--- config.mk ---
export PLATFORM = sky130hd
export DESIGN_NAME = fetchbuffer
export DESIGN_NICKNAME = d
export VERILOG_FILES = /design/src/rtl/configure.sv /design/src/rtl/fetchbuffer_wires.sv /design/src/rtl/fetchbuffer_fifo.sv /design/src/rtl/fetchbuffer.sv
export SDC_FILE = /design/constraint.sdc
export NUM_CORES = 1
export LEC_CHECK = 0
export CORE_MARGIN = 2
export CORE_UTILIZATION = 38
export CTS_CLUSTER_SIZE = 20
export DETAILED_ROUTE_END_ITERATION = 8
export PLACE_DENSITY = 0.59
export SLEW_MARGIN = 20
export SYNTH_ARGS = -nofsm -noshare
export SYNTH_HDL_FRONTEND = slang
export SYNTH_HIERARCHICAL = 1
export SYNTH_SLANG_ARGS = --single-unit
--- constraint.sdc ---
create_clock -name clk -period 3.8 [get_ports clk]
set_clock_uncertainty 0.1 [all_clocks]
set_input_delay 0.76 -clock clk [delete_from_list [all_inputs] [get_ports clk]]
set_output_delay 0.76 -clock clk [all_outputs]
set_load 0.03 [all_outputs]
--- src/rtl/configure.sv ---
// Shared memory request/response types used by every core-to-memory port.
package configure;

    typedef struct packed {
        logic        mem_valid;
        logic        mem_fence;
        logic        mem_instr;
        logic [31:0] mem_addr;
        logic [31:0] mem_wdata;
        logic [3:0]  mem_wstrb;
    } mem_in_type;

    typedef struct packed {
        logic        mem_ready;
        logic [31:0] mem_rdata;
    } mem_out_type;

endpackage

--- src/rtl/fetchbuffer_wires.sv ---
// Types and state encoding shared by the fetch buffer controller and its FIFO.
package fetchbuffer_wires;

    typedef struct packed {
        logic [31:0] pc;
        logic [31:0] instr;
    } fbuf_entry_type;

    typedef struct packed {
        logic        redirect;
        logic        fence;
        logic [31:0] redirect_addr;
        logic        deq_ready;
    } fbuf_in_type;

    typedef struct packed {
        logic        instr_valid;
        logic [31:0] instr;
        logic [31:0] instr_pc;
    } fbuf_out_type;

    typedef enum logic [1:0] {
        ST_RUN        = 2'd0,
        ST_FENCE_WAIT = 2'd1,
        ST_FENCE_REQ  = 2'd2,
        ST_FENCE_ACK  = 2'd3
    } fbuf_state_type;

    function automatic logic [31:0] word_align(input logic [31:0] a);
        return a & 32'hFFFF_FFFC;
    endfunction

endpackage

--- src/rtl/fetchbuffer_fifo.sv ---
// Small instruction FIFO: registered storage, push/pop/clear, occupancy count and head.
module fetchbuffer_fifo
    import fetchbuffer_wires::*;
#(
    parameter int fbuf_depth = 2
) (
    input  logic                  clk,
    input  logic                  rst,
    input  logic                  push_i,
    input  logic                  pop_i,
    input  logic                  clear_i,
    input  fbuf_entry_type        wdata_i,
    output logic [fbuf_depth:0]   count_o,
    output logic                  valid_o,
    output fbuf_entry_type        head_o
);

    localparam int ENTRIES = 2 ** fbuf_depth;
    localparam logic [fbuf_depth-1:0] PTR_ONE = fbuf_depth'(1);

    logic [fbuf_depth-1:0] rd_ptr_q, rd_ptr_d;
    logic [fbuf_depth-1:0] wr_ptr_q, wr_ptr_d;
    logic [fbuf_depth:0]   count_q, count_d;
    fbuf_entry_type        mem_q [ENTRIES];

    always_comb begin
        rd_ptr_d = rd_ptr_q;
        wr_ptr_d = wr_ptr_q;
        count_d  = count_q;
        if (clear_i) begin
            rd_ptr_d = '0;
            wr_ptr_d = '0;
            count_d  = '0;
        end else begin
            if (push_i) wr_ptr_d = wr_ptr_q + PTR_ONE;
            if (pop_i)  rd_ptr_d = rd_ptr_q + PTR_ONE;
            count_d = count_q + {{fbuf_depth{1'b0}}, push_i} - {{fbuf_depth{1'b0}}, pop_i};
        end
    end

    always_ff @(posedge clk) begin
        if (!rst) begin
            rd_ptr_q <= '0;
            wr_ptr_q <= '0;
            count_q  <= '0;
        end else begin
            rd_ptr_q <= rd_ptr_d;
            wr_ptr_q <= wr_ptr_d;
            count_q  <= count_d;
        end
    end

    // Storage carries no reset; the head is masked to zero while empty instead.
    always_ff @(posedge clk) begin
        if (rst && push_i && !clear_i) mem_q[wr_ptr_q] <= wdata_i;
    end

    assign count_o = count_q;
    assign valid_o = (count_q != '0);
    assign head_o  = valid_o ? mem_q[rd_ptr_q] : '0;

endmodule

--- src/rtl/fetchbuffer.sv ---
// Instruction fetch buffer: sequential ITIM fetch with one outstanding request,
// redirect/fence.i flushing and a small PC-tagged FIFO towards decode.
module fetchbuffer
    import configure::*;
    import fetchbuffer_wires::*;
#(
    parameter int          fbuf_depth = 2,
    parameter logic [31:0] reset_addr = 32'h0
) (
    input  logic        clk,
    input  logic        rst,
    input  logic        redirect,
    input  logic        fence,
    input  logic [31:0] redirect_addr,
    input  logic        deq_ready,
    output logic        instr_valid,
    output logic [31:0] instr,
    output logic [31:0] instr_pc,
    output mem_in_type  imem_in,
    input  mem_out_type imem_out
);

    localparam logic [fbuf_depth:0] FIFO_SLOTS = (fbuf_depth + 1)'(2 ** fbuf_depth);

    fbuf_state_type state_q, state_d;
    logic [31:0]    fetch_pc_q, fetch_pc_d;
    logic           inflight_q, inflight_d;
    logic           discard_q, discard_d;

    fbuf_in_type         fin;
    fbuf_out_type        fout;
    fbuf_entry_type      head;
    fbuf_entry_type      push_entry;
    logic [fbuf_depth:0] count;
    logic [fbuf_depth:0] count_next;
    logic                fifo_valid;
    logic                resp, inflight_after, flush, push, pop, issue;

    assign fin = '{redirect: redirect, fence: fence, redirect_addr: redirect_addr,
                   deq_ready: deq_ready};

    always_comb begin
        resp           = imem_out.mem_ready && inflight_q;
        inflight_after = inflight_q && !imem_out.mem_ready;
        pop            = fifo_valid && fin.deq_ready;
        flush          = (state_q == ST_RUN) && (fin.redirect || fin.fence);
        push           = (state_q == ST_RUN) && resp && !discard_q && !flush;
        count_next     = flush ? '0
                       : count + {{fbuf_depth{1'b0}}, push} - {{fbuf_depth{1'b0}}, pop};
        // Issuing against count_next lets a request go out in the same cycle as a pop.
        issue          = rst && (state_q == ST_RUN) && !flush && !inflight_after
                       && (count_next < FIFO_SLOTS);
        push_entry     = '{pc: fetch_pc_q, instr: imem_out.mem_rdata};

        state_d    = state_q;
        fetch_pc_d = fetch_pc_q;
        inflight_d = inflight_after || issue;
        discard_d  = resp ? 1'b0 : discard_q;

        imem_in           = '0;
        imem_in.mem_instr = 1'b1;

        case (state_q)
            ST_RUN: begin
                if (fin.fence) begin
                    fetch_pc_d = word_align(fin.redirect_addr);
                    if (inflight_after) begin
                        discard_d = 1'b1;
                        state_d   = ST_FENCE_WAIT;
                    end else begin
                        state_d   = ST_FENCE_REQ;
                    end
                end else if (fin.redirect) begin
                    fetch_pc_d = word_align(fin.redirect_addr);
                    if (inflight_after) discard_d = 1'b1;
                end else if (push) begin
                    fetch_pc_d = fetch_pc_q + 32'd4;
                end
                imem_in.mem_valid = issue;
            end
            ST_FENCE_WAIT: begin
                if (fin.redirect) fetch_pc_d = word_align(fin.redirect_addr);
                if (resp) state_d = ST_FENCE_REQ;
            end
            ST_FENCE_REQ: begin
                if (fin.redirect) fetch_pc_d = word_align(fin.redirect_addr);
                imem_in.mem_valid = 1'b1;
                imem_in.mem_fence = 1'b1;
                state_d           = ST_FENCE_ACK;
            end
            ST_FENCE_ACK: begin
                if (fin.redirect) fetch_pc_d = word_align(fin.redirect_addr);
                if (imem_out.mem_ready) state_d = ST_RUN;
            end
            default: state_d = ST_RUN;
        endcase

        // A same-cycle response advances fetch_pc, so the new request uses the next PC.
        imem_in.mem_addr = word_align(fetch_pc_d);
        if (!rst) imem_in = '0;
    end

    always_ff @(posedge clk) begin
        if (!rst) begin
            state_q    <= ST_RUN;
            fetch_pc_q <= reset_addr;
            inflight_q <= 1'b0;
            discard_q  <= 1'b0;
        end else begin
            state_q    <= state_d;
            fetch_pc_q <= fetch_pc_d;
            inflight_q <= inflight_d;
            discard_q  <= discard_d;
        end
    end

    fetchbuffer_fifo #(
        .fbuf_depth (fbuf_depth)
    ) u_fifo (
        .clk     (clk),
        .rst     (rst),
        .push_i  (push),
        .pop_i   (pop),
        .clear_i (flush),
        .wdata_i (push_entry),
        .count_o (count),
        .valid_o (fifo_valid),
        .head_o  (head)
    );

    assign fout        = '{instr_valid: fifo_valid, instr: head.instr, instr_pc: head.pc};
    assign instr_valid = fout.instr_valid;
    assign instr       = fout.instr;
    assign instr_pc    = fout.instr_pc;

endmodule

# Word level (Yosys, flattened, before mapping)
# Memories as Yosys holds them, arrays and structs flattened. A register that Yosys moved wholly into a read port is not among the register bits.
# Cells that the tools add are included.
[word_totals]
output_inout_bits = 136
n_memories = 1
mem_bits_rw = 256
elab_cells = 73
ff_bits = 43
[mem_list]
columns = ["name", "depth", "width", "rd", "rd_clocked_by_memory_dff", "write_ports", "line_no", "source"]
rows = [
  ["u_fifo.mem_q", 4, 64, 1, 1, 1, "fetchbuffer_fifo.sv:24", "fbuf_entry_type mem_q [ENTRIES];"],
]
[classes]
eq_ne = 8
reduce_logical = 25
mux = 24
add_sub_neg = 5
bitwise_logic = 1
order_cmp = 1
[op_table]
columns = ["operator", "n"]
rows = [
  ["$mux 32", 4],
  ["$mux 71", 1],
  ["$mux 64", 1],
  ["$pmux 32 s2", 1],
  ["$add 32x3->32 const B", 1],
  ["$logic_and 1x1->1", 13],
  ["$mux 2", 6],
  ["$mux 1", 8],
  ["$pmux 2 s4", 1],
  ["$ne 2x2->1 const B", 3],
  ["$add 2x1->2 const B", 2],
  ["$eq 2x2->1 const B", 2],
  ["$logic_not 1->1", 4],
  ["$ne 4x3->1 const B", 1],
  ["$add 3x1->3", 1],
  ["$lt 3x3->1 const B", 1],
  ["$mux 3", 1],
  ["$reduce_and 3->1", 1],
  ["$reduce_bool 3->1", 1],
  ["$reduce_or 3->1", 1],
  ["$sub 3x1->3", 1],
  ["$eq 2x1->1 const B", 1],
  ["$logic_not 2->1", 1],
  ["$logic_or 1x1->1", 2],
  ["5 further kinds", 5],
]

# Depth between registers and ports, before layout
# Gate-level depths: netlist (run 1).
[depth]
ltp_word = 11
depth_mapped = 13
mapped_depth_nobuf = 12

# Cells and area by module
# Netlist (run 1), hierarchy kept.
[modules_own_cells]
columns = ["mod", "seq_area_each_um2", "cells_per_inst", "instances", "area_per_inst_um2"]
rows = [
  ["fetchbuffer_fifo", 7867.5, 448, 1, 10183.5],
  ["fetchbuffer", 680.7, 352, 1, 2756.4],
]

# Worst setup path before layout (run 1)
# OpenSTA, ideal clock, no wires.
[synth_path]
path_type = "input to register"
startpoint = "input port fence"
endpoint = "memory u_fifo/mem_q[0][0] (netlist name), enable pin"
t_arrival_ps = 3603
required_time_ps = 3271
stages = 5
setup_slack_ps = -332
setup_ps = 429
path_cell_list = "clkbuf_1 -> or3b_1 -> buf_6 -> nor2_1 -> and3_1"
[synth_between]
elab_chain_cells = 8
[synth_lines]
columns = ["item", "line_no", "source"]
rows = [
  ["start, declared", "fetchbuffer.sv:13", "input logic fence,"],
  ["$logic_or 1x1->1", "fetchbuffer.sv:46", "flush = (state_q == ST_RUN) && (fin.redirect || fin.fence);"],
  ["$logic_and 1x1->1", "fetchbuffer.sv:46", ""],
  ["$logic_not 1->1", "fetchbuffer.sv:47", "push = (state_q == ST_RUN) && resp && !discard_q && !flush;"],
  ["$logic_and 1x1->1", "fetchbuffer.sv:47", ""],
  ["net push", "fetchbuffer.sv:37", "logic resp, inflight_after, flush, push, pop, issue;"],
  ["$logic_and 1x1->1 (2 in a row)", "fetchbuffer_fifo.sv:55", "if (rst && push_i && !clear_i) mem_q[wr_ptr_q] <= wdata_i;"],
  ["$mux 1", "fetchbuffer_fifo.sv:55", ""],
  ["$mux 1 (implied by the code)", "fetchbuffer_fifo.sv:55", ""],
  ["end, declared", "fetchbuffer_fifo.sv:24", ""],
]
# The timed path passes the listed nets, and every way through them passes these cells.

==> metrics, run 1 <==
Hold Vio Cnt, Final=0; clk sinks=299; die height=189 um; Worst R2R Start=u_fifo/count_o[1]; critical path launch point type=register; WL met3=1730 um; Skew-Pair Late Insertion Delay=0.50 ns; VDD IR max=0.310 mV; setup TNS after final layout=0 ns; Hold Slack=0.366 ns; Critical Path End=imem_in[65]; reg2reg end=u_fifo/count_o[2]; Worst-Margin Slew=0.699 ns; fillers=2895; commonest non-fill, non-tap cells in the layout=edfxtp_1, clkdlybuf4s50_1, buf_4; initial antenna violation count=0; total congestion overflow=0; Pre-Repair DR Iteration Count=4; Clk network pwr share=35.5%; Psw=2.37 mW; post-synth top area share=59.4%; first-pass GRT wire length=45200 um; dpl cells=1446; Yosys cell types=60; Worst Path Required=2.94 ns; Antenna Cells=0; met2 wire length=14100 um; number of hold buffers added after cts=0; Reg area=8560 sq um; WL/cell=19.5 um; worst setup margin=0.0474 ns; Area contributors post-synth=edfxtp_1, mux4_2, dfxtp_1; FF+latch count, synth=299; ANT nets after route=0; Mapped Cells=800; Max Slew Vio Count=0; Total Die Area=35500 sq um; DR iter-0 viols=506; HPWL Detailed=19400 um; H-tree depth=2; Max-slew headroom=53.4%; area grow syn2layout=28.7%; Layout Nets=1123; Final Setup Violations=0; area occupied by multi-input gates=4080 sq um; Core Util, Final=49.6%; min-delay src=discard_q; Tightest Hold Check Type=register to register; sequential share of the synthesized area=66.1%; vias per std cell=5.05; row cnt=67; Initial Util=38.6%; syn avg cell area=16.2 sq um; wl on met1=13100 um; Die W=189 um; total core area=33500 sq um; crit path max fanout=4; power density over the cells=513 nW/um^2; post-place setup slack=-0.268 ns; CP Capture Type=primary output; Post-synth top flop=edfxtp_1; switching part of the total power=27.8%; Post-Route WL=29500 um; max_cap viols=0; Post-synth EDFFs=256; flop2flop setup slack=1.28 ns; RSZ-0062 raised after global routing=yes; Logic pwr share=18.4%; sequential power share=46.1%; io pins=206; Static Leak=5.68 nW; Peak Freq=0.266 GHz; CTS tree=built; post-detailed-route DRC marker count=0; Cell Area, Synth=12900 sq um; port buffer count=165; clock slew at reported path FFs=0.06 ns; ys async rst share=0%; r2r worst-path depth=9; CP Data Arrival Time=2.89 ns; fin cells=1513; P_int=6.17 mW; kind of critical path=register to primary output; clock root buffer=clkbuf_16; pin count of the biggest net entering global routing=66; Final period util=98.8%; Yosys top cell by area=edfxtp_1; CTS Buf Count=35; vias in the first global route=7765; vias=7642; GRT Total Usage=16.5%; Syn. warnings=6; status=complete, no violations; Critical Path Start=state_q[0]; crit path time final=3.75 ns; share of cells above drive strength 1=23.4%; GP Congestion=0.837; commonest non-fill, non-tap cell in the layout=edfxtp_1; deepest clock path buffer count=3; Top Metal Used=met4
-- logic make-up (layout without fill, tap and decap cells) --
family                     count (synthesis)  count (layout)  share of synthesized area (%)
buffers and inverters                     97             317                           4.94
xor gates and xnor gates                  19              19                           1.40
AOI/OAI and AO/OA                        118             118                           5.92
other                                      1              46                         0.0290
adders and majority gates                 15              15                           1.51
DFF                                      299             299                           66.1
and+or+nand+nor                          182             182                           8.49
muxes                                     69              69                           11.7
-- area by class of cell --
cell class | instances | share of cell area [%]
sequential | 299 | 51.4
multi-input combinational | 449 | 24.5
timing repair buffer | 233 | 14.0
clock buffer | 41 | 5.40
tap | 448 | 3.37
clock inverter | 23 | 0.864
inverter | 20 | 0.451
-- per-stage QoR --
stage	cell area, sq um	total power, mW
floorplan	13100	4.81
global placement	15400	5.49
detailed placement	15400	5.50
CTS	16500	8.60
global route	16600	8.90
finish	16600	8.54
-- state kept, by name, summed over array words and instances (netlist names), named ones only --
| register | cells |
|---|---|
| discard_q | 1 |
| fetch_pc_q | 30 |
| inflight_q | 1 |
| state_q | 2 |
| u_fifo/count_o | 3 |
| u_fifo/mem_q | 256 |
| u_fifo/rd_ptr_q | 2 |
| u_fifo/wr_ptr_q | 2 |
-- cells in the mapped netlist (6+ instances only) --
library cell and instances:
xor2_1 8, buf_12 6, clkbuf_1 22, o21ai_0 15
a21oi_1 44, nand3_1 13, xnor2_1 10, buf_4 39
inv_1 20, nor2_1 18, ha_1 14, o221ai_1 21
edfxtp_1 256, dfxtp_1 43, mux4_2 60, a31oi_1 13
and2_1 68, buf_2 6, and3_1 11, nand4_1 8
nand2_1 23
-- worst min-delay path by stage --
| stage | endpoint | slack, ns | depth (start not counted) |
|---|---|---|---|
| 6_report | discard_q | 0.37 | 2 |
| 5_1_grt | discard_q | 0.41 | 2 |
| 4_1_cts | discard_q | 0.36 | 2 |
| 3_5_place_dp | discard_q | 0.34 | 2 |
| 3_3_place_gp | discard_q | 0.35 | 2 |
| 2_1_floorplan | discard_q | 0.32 | 2 |
-- power groups by stage --
stage | sequential [mW] | combinational, mW | clock, mW
2_1_floorplan | 3.96 | 0.850 | 0
3_3_place_gp | 4.00 | 1.49 | 0
3_5_place_dp | 4.01 | 1.50 | 0
4_1_cts | 3.94 | 1.53 | 3.13
5_1_grt | 3.96 | 1.68 | 3.26
6_report | 3.94 | 1.57 | 3.03
-- worst max-delay path: stages, from the launching register on --
cell and delay, ns:
dfxtp_2 0.33, inv_2 0.09, ha_4 0.16, or3b_4 0.43
buf_6 0.16, nor3_4 0.22, nand3_4 0.11, or4_4 0.44
a31oi_1 0.18, buf_4 0.16, buf_12 0.11
-- per-layer routing --
layer,up-vias,track usage (%)
met1,3837,22.8
met4,0,3.94
met3,36,3.13
met2,229,27.1
li1,3540,-
met5,-,0
-- timing repair --
item,in CTS,in global routing
setup endpoints to repair,20,12
pin swaps,12,11
gates resized for setup,17,16
setup buffers,0,3
(Power assumes the default switching activity.)
==> inputs of run 2 (changes only) <==
MAX_ROUTING_LAYER = met4   (was default)
==> metrics, run 2 (synthesis results as in run 1) <==
status=complete, no violations; post-place setup slack=-0.268 ns (unchanged); max_cap viols=0 (unchanged); Largest register FFs=256 (unchanged); flop2flop setup slack=1.28 ns (about the same); Worst-Margin Slew=0.697 ns (-0.00202 ns); clk sinks=299 (unchanged); die height=189 um (unchanged); H-tree depth=2 (unchanged); Largest Register=u_fifo/mem_q; Pre-Repair DR Iteration Count=5 (+1); kind of critical path=register to primary output; clock slew at reported path FFs=0.06 ns (about the same); VDD IR max=0.310 mV (about the same); CP Capture Type=primary output; power density over the cells=513 nW/um^2 (about the same); Final Setup Violations=0 (unchanged); r2r worst-path depth=9 (unchanged); ANT nets after route=0 (unchanged); GRT Total Usage=17.0% (+0.50 points); deepest clock path buffer count=3 (unchanged); fin cells=1513 (unchanged); CTS Buf Count=35 (unchanged); Antenna Cells=0 (unchanged); Worst Path Required=2.94 ns (about the same); first-pass GRT wire length=45200 um (about the same); post-detailed-route DRC marker count=0 (unchanged); CTS tree=built; hold endpoint=discard_q; crit path time final=3.76 ns (+0.00375 ns); vias=7661 (+0.25%); Post-Route WL=29400 um (about the same); total core area=33500 sq um (unchanged); crit path max fanout=4 (unchanged); area grow syn2layout=28.7% (unchanged); commonest non-fill, non-tap cells in the layout=edfxtp_1, clkdlybuf4s50_1, buf_4; Skew-Pair Late Insertion Delay=0.50 ns (about the same); slowest cell on the critical path=or4_4; reg2reg end=u_fifo/count_o[2]; HPWL Detailed=19400 um (unchanged); Initial Util=38.6% (unchanged); Peak Freq=0.266 GHz (about the same); CP Cell Sequence=inv_2 -> ha_4 -> or3b_4 -> buf_6 -> nor3_4 -> nand3_4 -> or4_4 -> a31oi_1 -> buf_4 -> buf_12; Core Util, Final=49.6% (unchanged); Max-slew headroom=53.5% (+0.13 points); Worst R2R Start=u_fifo/count_o[1]; critical path launch point type=register; worst hold stages=2 (unchanged); Worst path top cell family by delay=simple AND/OR/NAND/NOR gates; total congestion overflow=0 (unchanged); commonest non-fill, non-tap cell in the layout=edfxtp_1; DR iter-0 viols=519 (+2.6%); dpl cells=1446 (unchanged); GP Congestion=0.850 (+1.5%); clock root buffer=clkbuf_16; vias in the first global route=7754 (-0.14%); vias per std cell=5.06 (+0.25%); share of cells above drive strength 1=23.4% (unchanged); Max Slew Vio Count=0 (unchanged); critical path buffer and inverter count=4 (unchanged); Layout Nets=1123 (unchanged); WL/cell=19.5 um (about the same); Total Die Area=35500 sq um (unchanged); pin count of the biggest net entering global routing=66 (unchanged); slowest stage delay, CP=0.44 ns (about the same); worst setup margin=0.0437 ns (-0.00375 ns); CP Data Arrival Time=2.90 ns (about the same); Die W=189 um (unchanged); Hold Vio Cnt, Final=0 (unchanged); initial antenna violation count=0 (unchanged); min-delay src=discard_q; Static Leak=5.68 nW (unchanged); port buffer count=165 (unchanged); number of hold buffers added after cts=0 (unchanged); io pins=206 (unchanged); row cnt=67 (unchanged); Final period util=98.9% (about the same); RSZ-0062 raised after global routing=yes; Tightest Hold Check Type=register to register
-- run 2: what timing repair did --
item / 4_1_cts / 5_1_grt
pin swaps: 12 / 11
gates resized for setup: 17 / 16
setup buffers: 0 / 3
setup endpoints to repair: 20 / 12
-- run 2: cell type report --
cell class                 instances  area [sq um]
clock inverter                    23           144
tap                              448           561
sequential                       299          8560
fill                            2895         16900
multi-input combinational        449          4080
clock buffer                      41           898
inverter                          20          75.1
timing repair buffer             233          2330
-- run 2: power breakdown --
part           total [mW]  internal, mW  switching [mW]  leakage (nW)
clock                3.03          1.77            1.26         0.520
sequential           3.94          3.75           0.192          2.67
combinational        1.58         0.653           0.923          2.48
-- run 2: worst register-to-register path, delay by kind of cell, from the launching register on --
family	cells	cell delay [ns]
adders and majority gates	3	0.84
and+or+nand+nor	3	0.74
DFF	1	0.35
buffers and inverters	2	0.20
xor gates and xnor gates	1	0.20
-- run 2: through the flow --
stage	total power [mW]	hold WS (ns)	TNS, ns	cell area [sq um]
final	8.55	0.366	0	16600
after global routing	8.90	0.413	-0.0492	16600
after CTS	8.60	0.363	0	16500
after detailed placement	5.50	0.344	-1.97	15400
after global placement	5.49	0.346	-1.74	15400
after floorplan	4.81	0.325	0	13100
-- run 2: routing by layer --
layer	part of all wire [%]	wire length [um]	vias up	track usage, %
met3	5.4	1580	38	2.94
met2	48	14200	252	27.2
li1	-	-	3542	-
met4	1.7	508	0	3.94
met1	45	13200	3829	22.9
met5	0	0	-	-
-- run 2: worst max-delay path by stage --
stage | from | to | cells after the start
2_1_floorplan | fence | imem_in[70] | 11
3_3_place_gp | redirect | imem_in[67] | 9
3_5_place_dp | redirect | imem_in[67] | 9
4_1_cts | state_q[1] | imem_in[70] | 12
5_1_grt | state_q[0] | imem_in[65] | 10
6_report | state_q[0] | imem_in[65] | 10
==> RTL edit: new RTL, flow settings as in run 1 <==
`fbuf_depth` is set to 2 in 2 places; all go to 4.
--- a/src/rtl/fetchbuffer_fifo.sv
+++ b/src/rtl/fetchbuffer_fifo.sv
@@ -4,3 +4,3 @@
 #(
-    parameter int fbuf_depth = 2
+    parameter int fbuf_depth = 4
 ) (
--- a/src/rtl/fetchbuffer.sv
+++ b/src/rtl/fetchbuffer.sv
@@ -6,3 +6,3 @@
 #(
-    parameter int          fbuf_depth = 2,
+    parameter int          fbuf_depth = 4,
     parameter logic [31:0] reset_addr = 32'h0
Function: same outputs for any inputs over 4 cycles, from zero or initial values and one cycle with rst low; that may be too few to reach the edited logic, so the function may still have changed.
==> RTL edit against run 1 <==
  * The flow now finishes with violations (setup timing)
  * Design area grew to 3.1 times the old value
  * Sequential share of layout area grew 9.7 points
  * Area after synthesis grew to 3.3 times the old value
  * Sequential cell count grew 776
  * Clock power grew to 3.4 times the old value
  * Worst setup slack lost 0.24 ns
  * Wire length grew to 3.6 times the old value
  * Power grew to 3.8 times the old value
  * Combinational power grew to 5.6 times the old value
  * Register-to-register slack lost 0.63 ns
==> RTL edit: results (changes against run 1) <==
drt_iter0_markers: 2007  # was 506
postLayoutCellArea_um2: 52000  # was 16600 um2
violations: "setup timing"
cts_setup_buffers: 13  # was 0
rr_endpoint: "u_fifo/count_o[4]"  # was u_fifo/count_o[2]
p_leak_uw: 0.0163  # was 0.00568 uW
cp_slowest_stage_delay_ns: 0.47  # was 0.44 ns
grtUsageTotal_pct: 18.3  # was 16.5%
dr.pass1.iters: 5  # was 4
antenna_found_initial: 2  # was 0
ys_top_cells_by_area: "edfxtp_1 72%, mux4_2 10%, mux2i_1 3.0%"  # was edfxtp_1 59%, mux4_2 10%, dfxtp_1 6.7%
fill_cells: 9221  # was 2895
seqPwrFrac_pct: 41.6  # was 46.1%
r2r-start: "u_fifo/count_o[3]"  # was u_fifo/count_o[1]
synth-edff-count: 1024  # was 256
ys_seq_area_share_pct: 74.5  # was 66.1%
worstRegToRegCells: 13  # was 9
setup_viol: 59  # was 0
power_frac_clock_pct: 31.6  # was 35.5%
grt_start_max_net_pins: 70  # was 66
hpwlAfterDp_um: 57100  # was 19400 um
drive_above_1_share_pct: 27.3  # was 23.4%
worst_skew_pair.late_latency_ns: 0.70  # was 0.50 ns
min_to: "state_q[1]"  # was discard_q
htreeDepth: 3  # was 2
cp_max_fo: 2  # was 4
cts-root-buf: "clkbuf_16"  # unchanged
dpl_cell_area_um2: 47700  # was 15400 um2
place_congestion: 0.816  # was 0.837
synth.distinct_cells: 61  # was 60
regMostFlops: "u_fifo/mem_q"  # unchanged
p_switching_uw: 9220  # was 2370 uW
setup_slack_ns: -0.194  # was 0.0474 ns
via_per_inst: 5.43  # was 5.05
nNetsFinal: 2645  # was 1123
status: "complete, but fails checks"  # was finished, final reports clean
grt_pass1_wl_um: 156000  # was 45200 um
numCtsBuffers: 107  # was 35
worstHoldStart: "state_q[1]"  # was discard_q
synthTopCellsByCount: "1024 x edfxtp_1, 193 x mux4_2, 128 x mux2i_1, 127 x a22oi_1, 94 x nand2_1"  # was 256 x edfxtp_1, 68 x and2_1, 60 x mux4_2, 44 x a21oi_1, 43 x dfxtp_1
fin_cells: 4132  # was 1513
vdd_drop_max_mv: 0.389  # was 0.310 mV
ys_warn_count: 6  # unchanged
numPlacedInstances: 3910  # was 1446
totalPowerFinal_uw: 32600  # was 8540 uW
grt_pass1_vias: 23500  # was 7765
dp_slack_ns: -0.0828  # was -0.268 ns
wirelength_um: 106000  # was 29500 um
largest_reg_flops: 1024  # was 256
cts_resized: 43  # was 17
-- RTL edit: stage by stage --
| stage | TNS [ns] | hold WS, ns |
|---|---|---|
| 2_1_floorplan | -234.06 | 0.357 |
| 3_3_place_gp | -0.127 | 0.390 |
| 3_5_place_dp | -0.0828 | 0.411 |
| 4_1_cts | -8.89 | 0.430 |
| 5_1_grt | -11.32 | 0.416 |
| 6_report | -5.73 | 0.399 |
-- RTL edit: cell type report --
cell class,instances,area share (%)
repair buffers,319,8.05
multi-input cells,1031,20.5
well taps,1488,3.58
flip-flops and latches,1075,61.1
clock inverters,62,1.18
clock buffers,136,5.42
inverters,19,0.137
diodes,2,0.00963
-- RTL edit: metal layers --
metal  part of all wire [%]  GRT usage (%)  up-vias
met5                      0              0        -
met4                    2.1           5.35        0
met3                    6.2           3.32      135
met2                     49           30.2      755
met1                     42           24.7    11800
li1                       -              -     9711
-- RTL edit: logic make-up (layout without fill, tap and decap cells) --
family	count (synthesis)	after routing	share of synthesized area [%]
buffers and inverters	186	536	2.44
xor gates and xnor gates	32	32	0.658
and+or+nand+nor	276	277	3.33
other	1	72	0.00880
muxes	325	325	13.3
adders and majority gates	22	22	0.663
AOI/OAI and AO/OA	305	305	5.04
DFF	1075	1075	74.5
-- RTL edit: how the worst max path moves through the flow --
stage | startpoint | to | slack, ns | cells after the start
4_1_cts | u_fifo/count_o[3] | imem_in[70] | -0.26 | 13
2_1_floorplan | redirect | u_fifo/mem_q[3][0] | -0.29 | 6
6_report | u_fifo/count_o[3] | imem_in[70] | -0.19 | 13
5_1_grt | u_fifo/count_o[3] | imem_in[70] | -0.35 | 13
3_5_place_dp | redirect | imem_in[70] | -0.08 | 13
3_3_place_gp | redirect | imem_in[70] | -0.13 | 13
